<file path="src/rtl/serial_pkg.sv">
// Shared definitions for the serial link: serializer state encoding and default word width.
// The downstream sequence detector imports this package as well.
package serial_pkg;

  localparam int unsigned DefaultWidth = 8;

  typedef enum logic {
    StIdle  = 1'b0,
    StShift = 1'b1
  } serial_state_e;

endpackage

</file>
<file path="src/rtl/piso_serializer_if.sv">
// Parallel-in / serial-out link bundle. master = upstream word source and serial sink,
// slave = the serializer itself.
interface piso_serializer_if
  import serial_pkg::*;
#(
  parameter int unsigned WIDTH = DefaultWidth
) ();

  logic [WIDTH-1:0] din;
  logic             din_valid;
  logic             din_ready;
  logic             sout;
  logic             sout_valid;
  logic             frame_start;
  logic             busy;

  modport master (
    output din,
    output din_valid,
    input  din_ready,
    input  sout,
    input  sout_valid,
    input  frame_start,
    input  busy
  );

  modport slave (
    input  din,
    input  din_valid,
    output din_ready,
    output sout,
    output sout_valid,
    output frame_start,
    output busy
  );

endinterface

</file>
<file path="src/rtl/serial_hold_reg.sv">
// One-word holding register with a full flag; the second storage slot behind the shifter.
module serial_hold_reg
  import serial_pkg::*;
#(
  parameter int unsigned WIDTH = DefaultWidth
) (
  input  logic             clk,
  input  logic             rst,
  input  logic             load_i,
  input  logic [WIDTH-1:0] data_i,
  input  logic             take_i,
  output logic [WIDTH-1:0] data_o,
  output logic             full_o
);

  logic [WIDTH-1:0] data_q, data_d;
  logic             full_q, full_d;

  // Next state: a take empties the slot, a load fills it (a load wins if both occur).
  always_comb begin
    data_d = data_q;
    full_d = full_q;
    if (take_i) begin
      full_d = 1'b0;
    end
    if (load_i) begin
      data_d = data_i;
      full_d = 1'b1;
    end
  end

  // State register with synchronous reset.
  always_ff @(posedge clk) begin
    if (rst) begin
      data_q <= '0;
      full_q <= 1'b0;
    end else begin
      data_q <= data_d;
      full_q <= full_d;
    end
  end

  assign data_o = data_q;
  assign full_o = full_q;

endmodule

</file>
<file path="src/rtl/piso_serializer.sv">
// Parallel-to-serial converter with a shifter plus one holding word (2-word capacity).
// Words stream back to back with no idle cycle; sout/sout_valid/frame_start are registered.
module piso_serializer
  import serial_pkg::*;
#(
  parameter int unsigned WIDTH     = DefaultWidth,
  parameter bit          MSB_FIRST = 1'b1
) (
  input logic              clk,
  input logic              rst,
  piso_serializer_if.slave bus
);

  localparam int unsigned      CntW    = (WIDTH > 1) ? $clog2(WIDTH) : 1;
  localparam logic [CntW-1:0]  LastCnt = CntW'(WIDTH - 1);

  serial_state_e    state_q, state_d;
  logic [WIDTH-1:0] shreg_q, shreg_d;
  logic [CntW-1:0]  cnt_q, cnt_d;
  logic             sout_q, sout_d;
  logic             sout_valid_q, sout_valid_d;
  logic             frame_start_q, frame_start_d;

  logic [WIDTH-1:0] hold_data;
  logic             hold_full;
  logic             din_ready;
  logic             accept;
  logic             last_bit;
  logic             shifter_free;
  logic             hold_take;
  logic             hold_load;
  logic             load_sh;
  logic [WIDTH-1:0] load_word;

  // Transfer control. cnt_q is the index of the bit currently on sout, so the shifter
  // frees up during the cycle that presents bit WIDTH-1.
  always_comb begin
    din_ready    = ~hold_full & ~rst;
    accept       = bus.din_valid & din_ready;
    last_bit     = (state_q == StShift) && (cnt_q == LastCnt);
    shifter_free = (state_q == StIdle) || last_bit;
    hold_take    = shifter_free & hold_full;
    load_sh      = shifter_free & (hold_full | accept);
    // Only bypass the holding register when it is empty and the shifter can take the word.
    hold_load    = accept & ~(shifter_free & ~hold_full);
    load_word    = hold_full ? hold_data : bus.din;
  end

  serial_hold_reg #(
    .WIDTH (WIDTH)
  ) u_hold (
    .clk    (clk),
    .rst    (rst),
    .load_i (hold_load),
    .data_i (bus.din),
    .take_i (hold_take),
    .data_o (hold_data),
    .full_o (hold_full)
  );

  // FSM next state and registered serial outputs; the first bit leaves at load time.
  always_comb begin
    state_d       = state_q;
    shreg_d       = shreg_q;
    cnt_d         = cnt_q;
    sout_d        = 1'b0;
    sout_valid_d  = 1'b0;
    frame_start_d = 1'b0;
    if (load_sh) begin
      state_d       = StShift;
      cnt_d         = '0;
      sout_valid_d  = 1'b1;
      frame_start_d = 1'b1;
      if (MSB_FIRST) begin
        sout_d  = load_word[WIDTH-1];
        shreg_d = load_word << 1;
      end else begin
        sout_d  = load_word[0];
        shreg_d = load_word >> 1;
      end
    end else if (last_bit) begin
      state_d = StIdle;
      shreg_d = '0;
      cnt_d   = '0;
    end else if (state_q == StShift) begin
      cnt_d        = cnt_q + CntW'(1);
      sout_valid_d = 1'b1;
      if (MSB_FIRST) begin
        sout_d  = shreg_q[WIDTH-1];
        shreg_d = shreg_q << 1;
      end else begin
        sout_d  = shreg_q[0];
        shreg_d = shreg_q >> 1;
      end
    end
  end

  // State register with synchronous reset.
  always_ff @(posedge clk) begin
    if (rst) begin
      state_q       <= StIdle;
      shreg_q       <= '0;
      cnt_q         <= '0;
      sout_q        <= 1'b0;
      sout_valid_q  <= 1'b0;
      frame_start_q <= 1'b0;
    end else begin
      state_q       <= state_d;
      shreg_q       <= shreg_d;
      cnt_q         <= cnt_d;
      sout_q        <= sout_d;
      sout_valid_q  <= sout_valid_d;
      frame_start_q <= frame_start_d;
    end
  end

  assign bus.din_ready   = din_ready;
  assign bus.sout        = sout_q;
  assign bus.sout_valid  = sout_valid_q;
  assign bus.frame_start = frame_start_q;
  assign bus.busy        = (state_q == StShift) | hold_full;

endmodule

</file>
<file path="src/flat_wrapper.sv">
// flat-port wrapper written by rule: the top's interface ports become plain ports
module piso_serializer_flat import serial_pkg::*;
#(
  parameter int unsigned WIDTH     = DefaultWidth,
  parameter bit          MSB_FIRST = 1'b1
)
  (clk, rst, bus_din, bus_din_valid, bus_din_ready, bus_sout, bus_sout_valid, bus_frame_start, bus_busy);
  piso_serializer_if #(.WIDTH(WIDTH)) bus_i ();
  input logic clk;
  input logic rst;
  input wire logic [$bits(bus_i.din)-1:0] bus_din;
  input wire logic [$bits(bus_i.din_valid)-1:0] bus_din_valid;
  output wire logic [$bits(bus_i.din_ready)-1:0] bus_din_ready;
  output wire logic [$bits(bus_i.sout)-1:0] bus_sout;
  output wire logic [$bits(bus_i.sout_valid)-1:0] bus_sout_valid;
  output wire logic [$bits(bus_i.frame_start)-1:0] bus_frame_start;
  output wire logic [$bits(bus_i.busy)-1:0] bus_busy;
  assign bus_i.din = bus_din;
  assign bus_i.din_valid = bus_din_valid;
  assign bus_din_ready = bus_i.din_ready;
  assign bus_sout = bus_i.sout;
  assign bus_sout_valid = bus_i.sout_valid;
  assign bus_frame_start = bus_i.frame_start;
  assign bus_busy = bus_i.busy;
  piso_serializer #(.WIDTH(WIDTH), .MSB_FIRST(MSB_FIRST)) u_core (.clk(clk), .rst(rst), .bus(bus_i));
endmodule
</file>
<file path="config.mk">
export PLATFORM = sky130hd
export DESIGN_NAME = piso_serializer_flat
export DESIGN_NICKNAME = d
export VERILOG_FILES = /design/src/rtl/serial_pkg.sv /design/src/rtl/piso_serializer_if.sv /design/src/rtl/serial_hold_reg.sv /design/src/rtl/piso_serializer.sv /design/src/flat_wrapper.sv
export SDC_FILE = /design/constraint.sdc
export NUM_CORES = 1
export LEC_CHECK = 0
export CORE_ASPECT_RATIO = 1.25
export CORE_UTILIZATION = 50
export CTS_BUF_LIST = sky130_fd_sc_hd__clkbuf_8 sky130_fd_sc_hd__clkbuf_16
export CTS_CLUSTER_SIZE = 30
export DETAILED_ROUTE_END_ITERATION = 6
export PLACE_DENSITY = 0.75
export SLEW_MARGIN = 30
export SYNTH_ARGS = -nofsm -noshare
export SYNTH_HDL_FRONTEND = slang
export SYNTH_HIERARCHICAL = 1
export SYNTH_SLANG_ARGS = --single-unit
</file>
<file path="constraint.sdc">
create_clock -name clk -period 4 [get_ports clk]
set_input_delay 1 -clock clk [delete_from_list [all_inputs] [get_ports clk]]
set_output_delay 1 -clock clk [all_outputs]
set_load 0.02 [all_outputs]
</file>
* Word-level counts from Yosys, hierarchy flattened *
Cells that the tools add are included.

storage, ports and cells
  logic and storage cells = 43
  input port bits = 11
  output and inout port bits = 5
  bits in registers = 23

cells by class
  eq/ne operators = 1
  bitwise logic cells = 12
  add/subtract/negate cells = 1
  muxes and demuxes = 15
  reduce and logical (&&, ||, !) cells = 6

operators with widths
  kind                 count
  $mux 8               4
  $mux 1               11
  $and 1x1->1          6
  $not 1->1            4
  $reduce_bool 2->1    2
  $add 3x1->3 const B  1
  $eq 3x3->1 const B   1
  $reduce_bool 3->1    1
  $reduce_or 3->1      1
  $or 1x1->1           2
  $logic_and 1x1->1    1
  $logic_or 1x1->1     1

* Logic depth before layout (Yosys ltp) *
Gate-level depths: netlist (run 1).

  word-level depth = 7
  depth in mapped cells = 8
  mapped depth without buffers = 6

* Modules after synthesis *
The synthesis (run 1) kept the hierarchy.

by module, submodules not included
  module           times used  sequential area each (um^2)  area each (um^2)  cells an instance
  piso_serializer  1           280.3                        752.0             86
  serial_hold_reg  1           180.2                        321.6             30

* Worst setup path before layout (run 1) *
No wires, ideal clock.

  path type = input -> output
  start = in rst
  end = out bus_din_ready
  cell stages on the path = 1
  arrival time = 1300 ps
  setup slack = 1700 ps
  required time = 3000 ps
  path buffers = 0
  cell sequence = nor2_1

on the way
  cells in the longest elaborated chain, start to end = 2

RTL lines
  item             line                   text
  start, declared  flat_wrapper.sv:10     input logic rst;
  $not 1->1        piso_serializer.sv:38  din_ready = ~hold_full & ~rst;
  $and 1x1->1      piso_serializer.sv:38
  end, declared    flat_wrapper.sv:13     output wire logic [$bits(bus_i.din_ready)-1:0] bus_din_ready;

Every way passes these cells.

* Worst setup path after layout (run 1) *
Same ends and word-level chain as after synthesis.

==> results of run 1 <==
==> worst min-delay path, stage by stage (launching register included) <==
cell                      delay [ns]
sky130_fd_sc_hd__dfxtp_1        0.32
sky130_fd_sc_hd__nand2_1        0.07
sky130_fd_sc_hd__a21oi_2        0.05
==> power by group through the flow <==
stage	clock network (uW)	logic, uW	registers [uW]
final	138	76.6	253
after global routing	152	84.8	255
after CTS	142	77.3	253
after detailed placement	0	77.0	258
after global placement	0	75.8	258
after floorplan	0	52.0	257
==> layout by cell type (no fill, tap or decap), types with 2 or more instances in the layout <==
cell	count
sky130_fd_sc_hd__clkbuf_8	3
sky130_fd_sc_hd__ha_1	2
sky130_fd_sc_hd__mux2i_1	9
sky130_fd_sc_hd__a31o_1	6
sky130_fd_sc_hd__a32oi_1	2
sky130_fd_sc_hd__nand3b_1	7
sky130_fd_sc_hd__dfxtp_1	23
sky130_fd_sc_hd__nand2_1	13
sky130_fd_sc_hd__nor2_1	15
sky130_fd_sc_hd__clkdlybuf4s50_1	15
sky130_fd_sc_hd__a21oi_1	4
sky130_fd_sc_hd__a21oi_2	6
sky130_fd_sc_hd__inv_1	3
sky130_fd_sc_hd__nor3b_1	6
sky130_fd_sc_hd__nand2b_1	3
sky130_fd_sc_hd__nor3_1	2
==> path summary, 6_finish.rpt <==
kind,end,slack [ns],depth (start not counted)
setup / recovery,bus_din_ready,0.83,3
hold / removal,u_core/shreg_q[5],0.48,2
setup reg to reg,u_core/u_hold/data_o[7],1.86,6
hold reg to reg,u_core/shreg_q[5],0.48,2
==> sequential cells by signal (all words and copies together), names as in the netlist <==
register / cells
u_core/bus.frame_start: 1
u_core/bus.sout: 1
u_core/bus.sout_valid: 1
u_core/cnt_q: 3
u_core/shreg_q: 7
u_core/state_q: 1
u_core/u_hold/data_o: 8
u_core/u_hold/full_o: 1
==> logic make-up after synthesis <==
| group | count (synthesis) | synth area share |
|---|---|---|
| compound gates | 20 | 0.148 |
| fa+ha+maj | 2 | 0.0233 |
| buf+inv | 10 | 0.0559 |
| flops | 23 | 0.429 |
| mux | 9 | 0.0839 |
| simple gates | 52 | 0.260 |
==> routing by layer <==
metal | routed length (um) | vias to the layer above | share of wire | global-route usage
met3 | 48 | 4 | 0.025 | 0.0302
li1 | - | 422 | - | -
met1 | 922 | 365 | 0.47 | 0.221
met2 | 943 | 13 | 0.48 | 0.361
met5 | 0 | - | 0 | 0
met4 | 34 | 0 | 0.017 | 0.109
==> metrics by stage <==
step	std cells	worst slack [ns]	hold slack, ns	util	power [uW]
global placement	144	0.826	0.458	0.600	333
floorplan	116	1.70	0.443	-	309
finish	148	0.828	0.478	0.623	468
detailed placement	144	0.837	0.465	0.600	335
CTS	148	0.826	0.476	0.623	472
global route	148	0.781	0.499	0.623	491
==> cell usage after synthesis, drive strengths merged <==
cell type and n:
nor2b 1, dfxtp 23, buf 7, nand3 1
nor3 3, clkbuf 1, nand2 13, a21o 1
and3 1, mux2i 9, nor2 15, a31o 6
inv 2, nor3b 6, nand2b 3, nand3b 7
and2 1, ha 2, a221oi 1, and2b 1
a32oi 2, a21oi 10
==> layout make-up <==
cell class,instances,area share
Clock buffer,3,0.0331
Clock inverter,1,0.00301
Inverter,2,0.00601
Multi-Input combinational cell,83,0.443
Sequential cell,23,0.369
Tap cell,20,0.0200
Timing Repair Buffer,16,0.126
==> flow_summary.toml, run 1 <==
[sta]
worst_margin_pin_slew_ns = 0.715
max_freq_mhz = 315
report.final.slew_viol_count = 0
setup-tns-final_ns = 0
finalWorstPathRequiredPeriod_ns = 3.17
layout_worst_path_cycle_share = 0.793
hold_violations = 0
setup_viol_count_final = 0
fin_worst_skew_ns = 0.00214
grt_setup_unrepaired = "no"
timing.max_slew.rel_slack = 0.523

[power]
power.combinational.fraction = 0.164
switchingPower_uw = 117
switching_share = 0.251
power.density_cell_area_mw_per_mm2 = 374
power.static_leakage_uw = 0.000449
pint_uw = 350
power_frac_seq = 0.540
vdd_ir_drop_max_mv = 0.227
share_clk_of_total_power = 0.296

[logic_synthesis]
syn-instance-count = 116
ys.warnings.count = 6
synth.top_cell.area_share = 0.429
syn-mean-instance-area_um2 = 9.25
synth_seq_area_share = 0.429
synth.distinct_cells = 25
post_synthesis_net_count = 129
post_synth_instance_area_mm2 = 0.00107
synth_top_cell_by_area = "sky130_fd_sc_hd__dfxtp_1"
synth.ff_latch_count = 23
synth_top_cells_by_area = "sky130_fd_sc_hd__dfxtp_1 (43%), sky130_fd_sc_hd__mux2i_1 (8.4%), sky130_fd_sc_hd__nor2_1 (5.2%)"

[die]
die_w_um = 43.4
io-pin-count = 16
fp.dieArea_mm2 = 0.00234
fp.coreArea_mm2 = 0.00200
fp-row-count = 18
dieHeight_um = 53.8
start_util = 0.536

[layout]
layout.cell_area.non_filler_mm2 = 0.00125
sequential_cell_area_um2 = 460
fill_cells = 175
total_area_of_multi_input_combinational_cells_um2 = 553
ratio_of_cells_with_drive_above_1_in_the_final_layout = 0.0859
finalNetCount = 142
relative_area_change_from_synthesis_to_final_layout_pct = 16.3
insertedDiodeCount = 0

[grt]
grt_first_pass_wirelength_um = 3360
grt_overflow_total = 0
groute.usage.overall = 0.199
grt_antenna_before_repair = 0
grt_max_degree = 25
grt_pass1_vias = 794

[route]
drtIter0Drc = 12
vias_per_cell = 5.43
wl_um = 1950
drt_drc_violations_left = 2
avgRoutedWirePerCell_um = 13.2
detailroute.via_count = 804
ant_nets = 0
detail_route.first_pass.iterations = 6

[hold_path]
min-delay-start = "u_core/shreg_q[5]"
holdCritPathClass = "reg -> reg"

[setup_path]
worstPathCellList = "clkdlybuf4s50_1, nor2_1, clkdlybuf4s50_1"
endpoint_kind = "output pin"
cpPeakStageDelay_ns = 0.63
worstSetupStartpoint = "rst"
worst-endpoint-arrival_ns = 2.17
critical-path-top-cell-by-count = "sky130_fd_sc_hd__clkdlybuf4s50_1"
timing.critical_path.buf_inv = 2
timing.setup.critical_path_class = "in -> out"
required_ns = 3.00
timing.critical_path.fanout_max = 2
launch_point_of_the_worst_reg_to_reg_path = "u_core/cnt_q[0]"
worst_path_dominant_cell_family = "buffers and inverters"
startpoint_type_of_the_worst_setup_path = "input pin"
slowest_stage = "sky130_fd_sc_hd__clkdlybuf4s50_1"

[place]
post_dp_cell_area_mm2 = 0.00120
buffer_ports.inserted = 15
gp_routability_congestion = 0.747
dp_hpwl_um = 1310

[clock_network]
cts_setup_buffers = 0
clock_sink_count = 23
worst_skew_pair.late_latency_ns = 0.26
clock-root-buffer = "sky130_fd_sc_hd__clkbuf_8"
number_of_buffers_created_by_cts = 3
post_cts.resized_instances = 0
clk_pin_slew_ns = 0.08
cts_tree = "done"
cts.htree.levels = 1
cts.path.max_buffers = 2
cts.hold.buffers_added = 0

[flow_run]
cap_viol_max_count = 0

[status]
violations = "design-rule violations"
run_status = "complete, but fails checks"
Power figures use the tool's default switching activity.
==> run 2: changes to the inputs <==
==> constraint.sdc (replaced) <==
create_clock -name clk -period 3.21 [get_ports clk]
set_input_delay 0.8025 -clock clk [delete_from_list [all_inputs] [get_ports clk]]
set_output_delay 0.8025 -clock clk [all_outputs]
set_load 0.02 [all_outputs]
==> flow_summary.toml, run 2 (synthesis gave the netlist of run 1 again) <==
[status]
run_status = "complete, but fails checks"
violations = "design-rule violations"

[power]
switchingPower_uw = 149
share_clk_of_total_power = 0.294
power.static_leakage_uw = 0.000459
switching_share = 0.254
pint_uw = 438
power_frac_seq = 0.534
power.combinational.fraction = 0.172
power.density_cell_area_mw_per_mm2 = 465
vdd_ir_drop_max_mv = 0.287

[setup_path]
startpoint_type_of_the_worst_setup_path = "input pin"
timing.critical_path.fanout_max = 2
required_ns = 2.41
worstSetupStartpoint = "rst"
worstPathCellList = "clkdlybuf4s50_1, nor2_1, clkdlybuf4s50_1"
endpoint_kind = "output pin"
slowest_stage = "sky130_fd_sc_hd__clkdlybuf4s50_1"
launch_point_of_the_worst_reg_to_reg_path = "u_core/cnt_q[0]"
critical-path-top-cell-by-count = "sky130_fd_sc_hd__clkdlybuf4s50_1"
rr_worst_depth = 6
cpPeakStageDelay_ns = 0.62
worst-endpoint-arrival_ns = 1.97
timing.setup.critical_path_class = "in -> out"

[die]
dieHeight_um = 53.8
fp.coreArea_mm2 = 0.00200
fp-row-count = 18
io-pin-count = 16
die_w_um = 43.4
fp.dieArea_mm2 = 0.00234
start_util = 0.536

[grt]
grt_antenna_before_repair = 0
grt_max_degree = 25
groute.usage.overall = 0.209
grt_pass1_vias = 822
grt_overflow_total = 0
grt_first_pass_wirelength_um = 3520

[sta]
fin_worst_skew_ns = 0.00120
grt_setup_unrepaired = "no"
layout_worst_path_cycle_share = 0.864
max_freq_mhz = 361
hold_violations = 0
worst_margin_pin_slew_ns = 0.565
finalHoldWorstSlack_ns = 0.472
report.final.slew_viol_count = 0
setup-tns-final_ns = 0
finalWorstPathRequiredPeriod_ns = 2.77
setup_viol_count_final = 0
timing.max_slew.rel_slack = 0.624

[clock_network]
cts.htree.levels = 1
number_of_buffers_created_by_cts = 3
cts_setup_buffers = 0
cts.hold.buffers_added = 0
worst_skew_pair.late_latency_ns = 0.26
clk_pin_slew_ns = 0.07
clock_sink_count = 23
post_cts.resized_instances = 0
cts_tree = "done"
clock-root-buffer = "sky130_fd_sc_hd__clkbuf_8"
cts.path.max_buffers = 2

[route]
avgRoutedWirePerCell_um = 14.5
drtIter0Drc = 14
detailroute.via_count = 878
drt_drc_violations_left = 2
detail_route.first_pass.iterations = 6
vias_per_cell = 5.85
wl_um = 2170
ant_nets = 0

[flow_run]
cap_viol_max_count = 0

[place]
dp_hpwl_um = 1540
gp_routability_congestion = 0.737
buffer_ports.inserted = 15

[hold_path]
hold-path-cell-count = 2
holdCritPathClass = "reg -> reg"
min-delay-start = "u_core/shreg_q[2]"

[layout]
fill_cells = 184
relative_area_change_from_synthesis_to_final_layout_pct = 17.7
ratio_of_cells_with_drive_above_1_in_the_final_layout = 0.100
finalNetCount = 144
total_area_of_multi_input_combinational_cells_um2 = 553
layout.cells.most_common_list = "sky130_fd_sc_hd__dfxtp_1 (23), sky130_fd_sc_hd__clkdlybuf4s50_1 (15), sky130_fd_sc_hd__nor2_1 (15), sky130_fd_sc_hd__nand2_1 (13), sky130_fd_sc_hd__mux2i_1 (9)"
max_reg_flops = 8
sequential_cell_area_um2 = 460
layout.cells.most_common = "sky130_fd_sc_hd__dfxtp_1"
insertedDiodeCount = 0
run 2: per-stage QoR:
stage | setup WS (ns) | cell area [um^2] | utilization | power (uW) | instances
finish | 0.437 | 1260 | 0.630 | 587 | 150
global route | 0.384 | 1260 | 0.630 | 612 | 150
CTS | 0.427 | 1260 | 0.630 | 594 | 150
detailed placement | 0.440 | 1220 | 0.608 | 421 | 146
global placement | 0.438 | 1220 | 0.608 | 417 | 146
floorplan | 1.31 | 1070 | - | 385 | 116
run 2: worst paths after layout:
| kind | to | slack, ns |
|---|---|---|
| setup reg to reg | u_core/u_hold/data_o[7] | 1.04 |
| hold reg to reg | u_core/shreg_q[2] | 0.47 |
| setup / recovery | bus_din_ready | 0.44 |
| hold / removal | u_core/shreg_q[2] | 0.47 |
run 2: worst max-delay path: cells and delay by family:
| family | cells | cell delay (ns) |
|---|---|---|
| and+or+nand+nor | 1 | 0.12 |
| buffers and inverters | 2 | 1.04 |
run 2: final cells by class:
type | count | share of cell area
inverters | 2 | 0.00594
repair buffers | 18 | 0.137
well taps | 20 | 0.0198
clock buffers | 3 | 0.0327
clock inverters | 1 | 0.00297
multi-input cells | 83 | 0.438
flip-flops and latches | 23 | 0.364
run 2: metal layers:
| layer | up-vias | global-route usage | part of all wire |
|---|---|---|---|
| li1 | 431 | - | - |
| met1 | 430 | 0.229 | 0.44 |
| met2 | 13 | 0.389 | 0.52 |
| met3 | 4 | 0.0201 | 0.021 |
| met4 | 0 | 0.125 | 0.016 |
| met5 | - | 0 | 0 |
run 2: power by group through the flow:
| stage | clock network [uW] | logic [uW] | registers (uW) |
|---|---|---|---|
| detailed placement | 0 | 101 | 320 |
| finish | 172 | 101 | 313 |
| CTS | 179 | 102 | 313 |
| floorplan | 0 | 64.8 | 320 |
| global placement | 0 | 98.4 | 319 |
| global route | 187 | 110 | 315 |
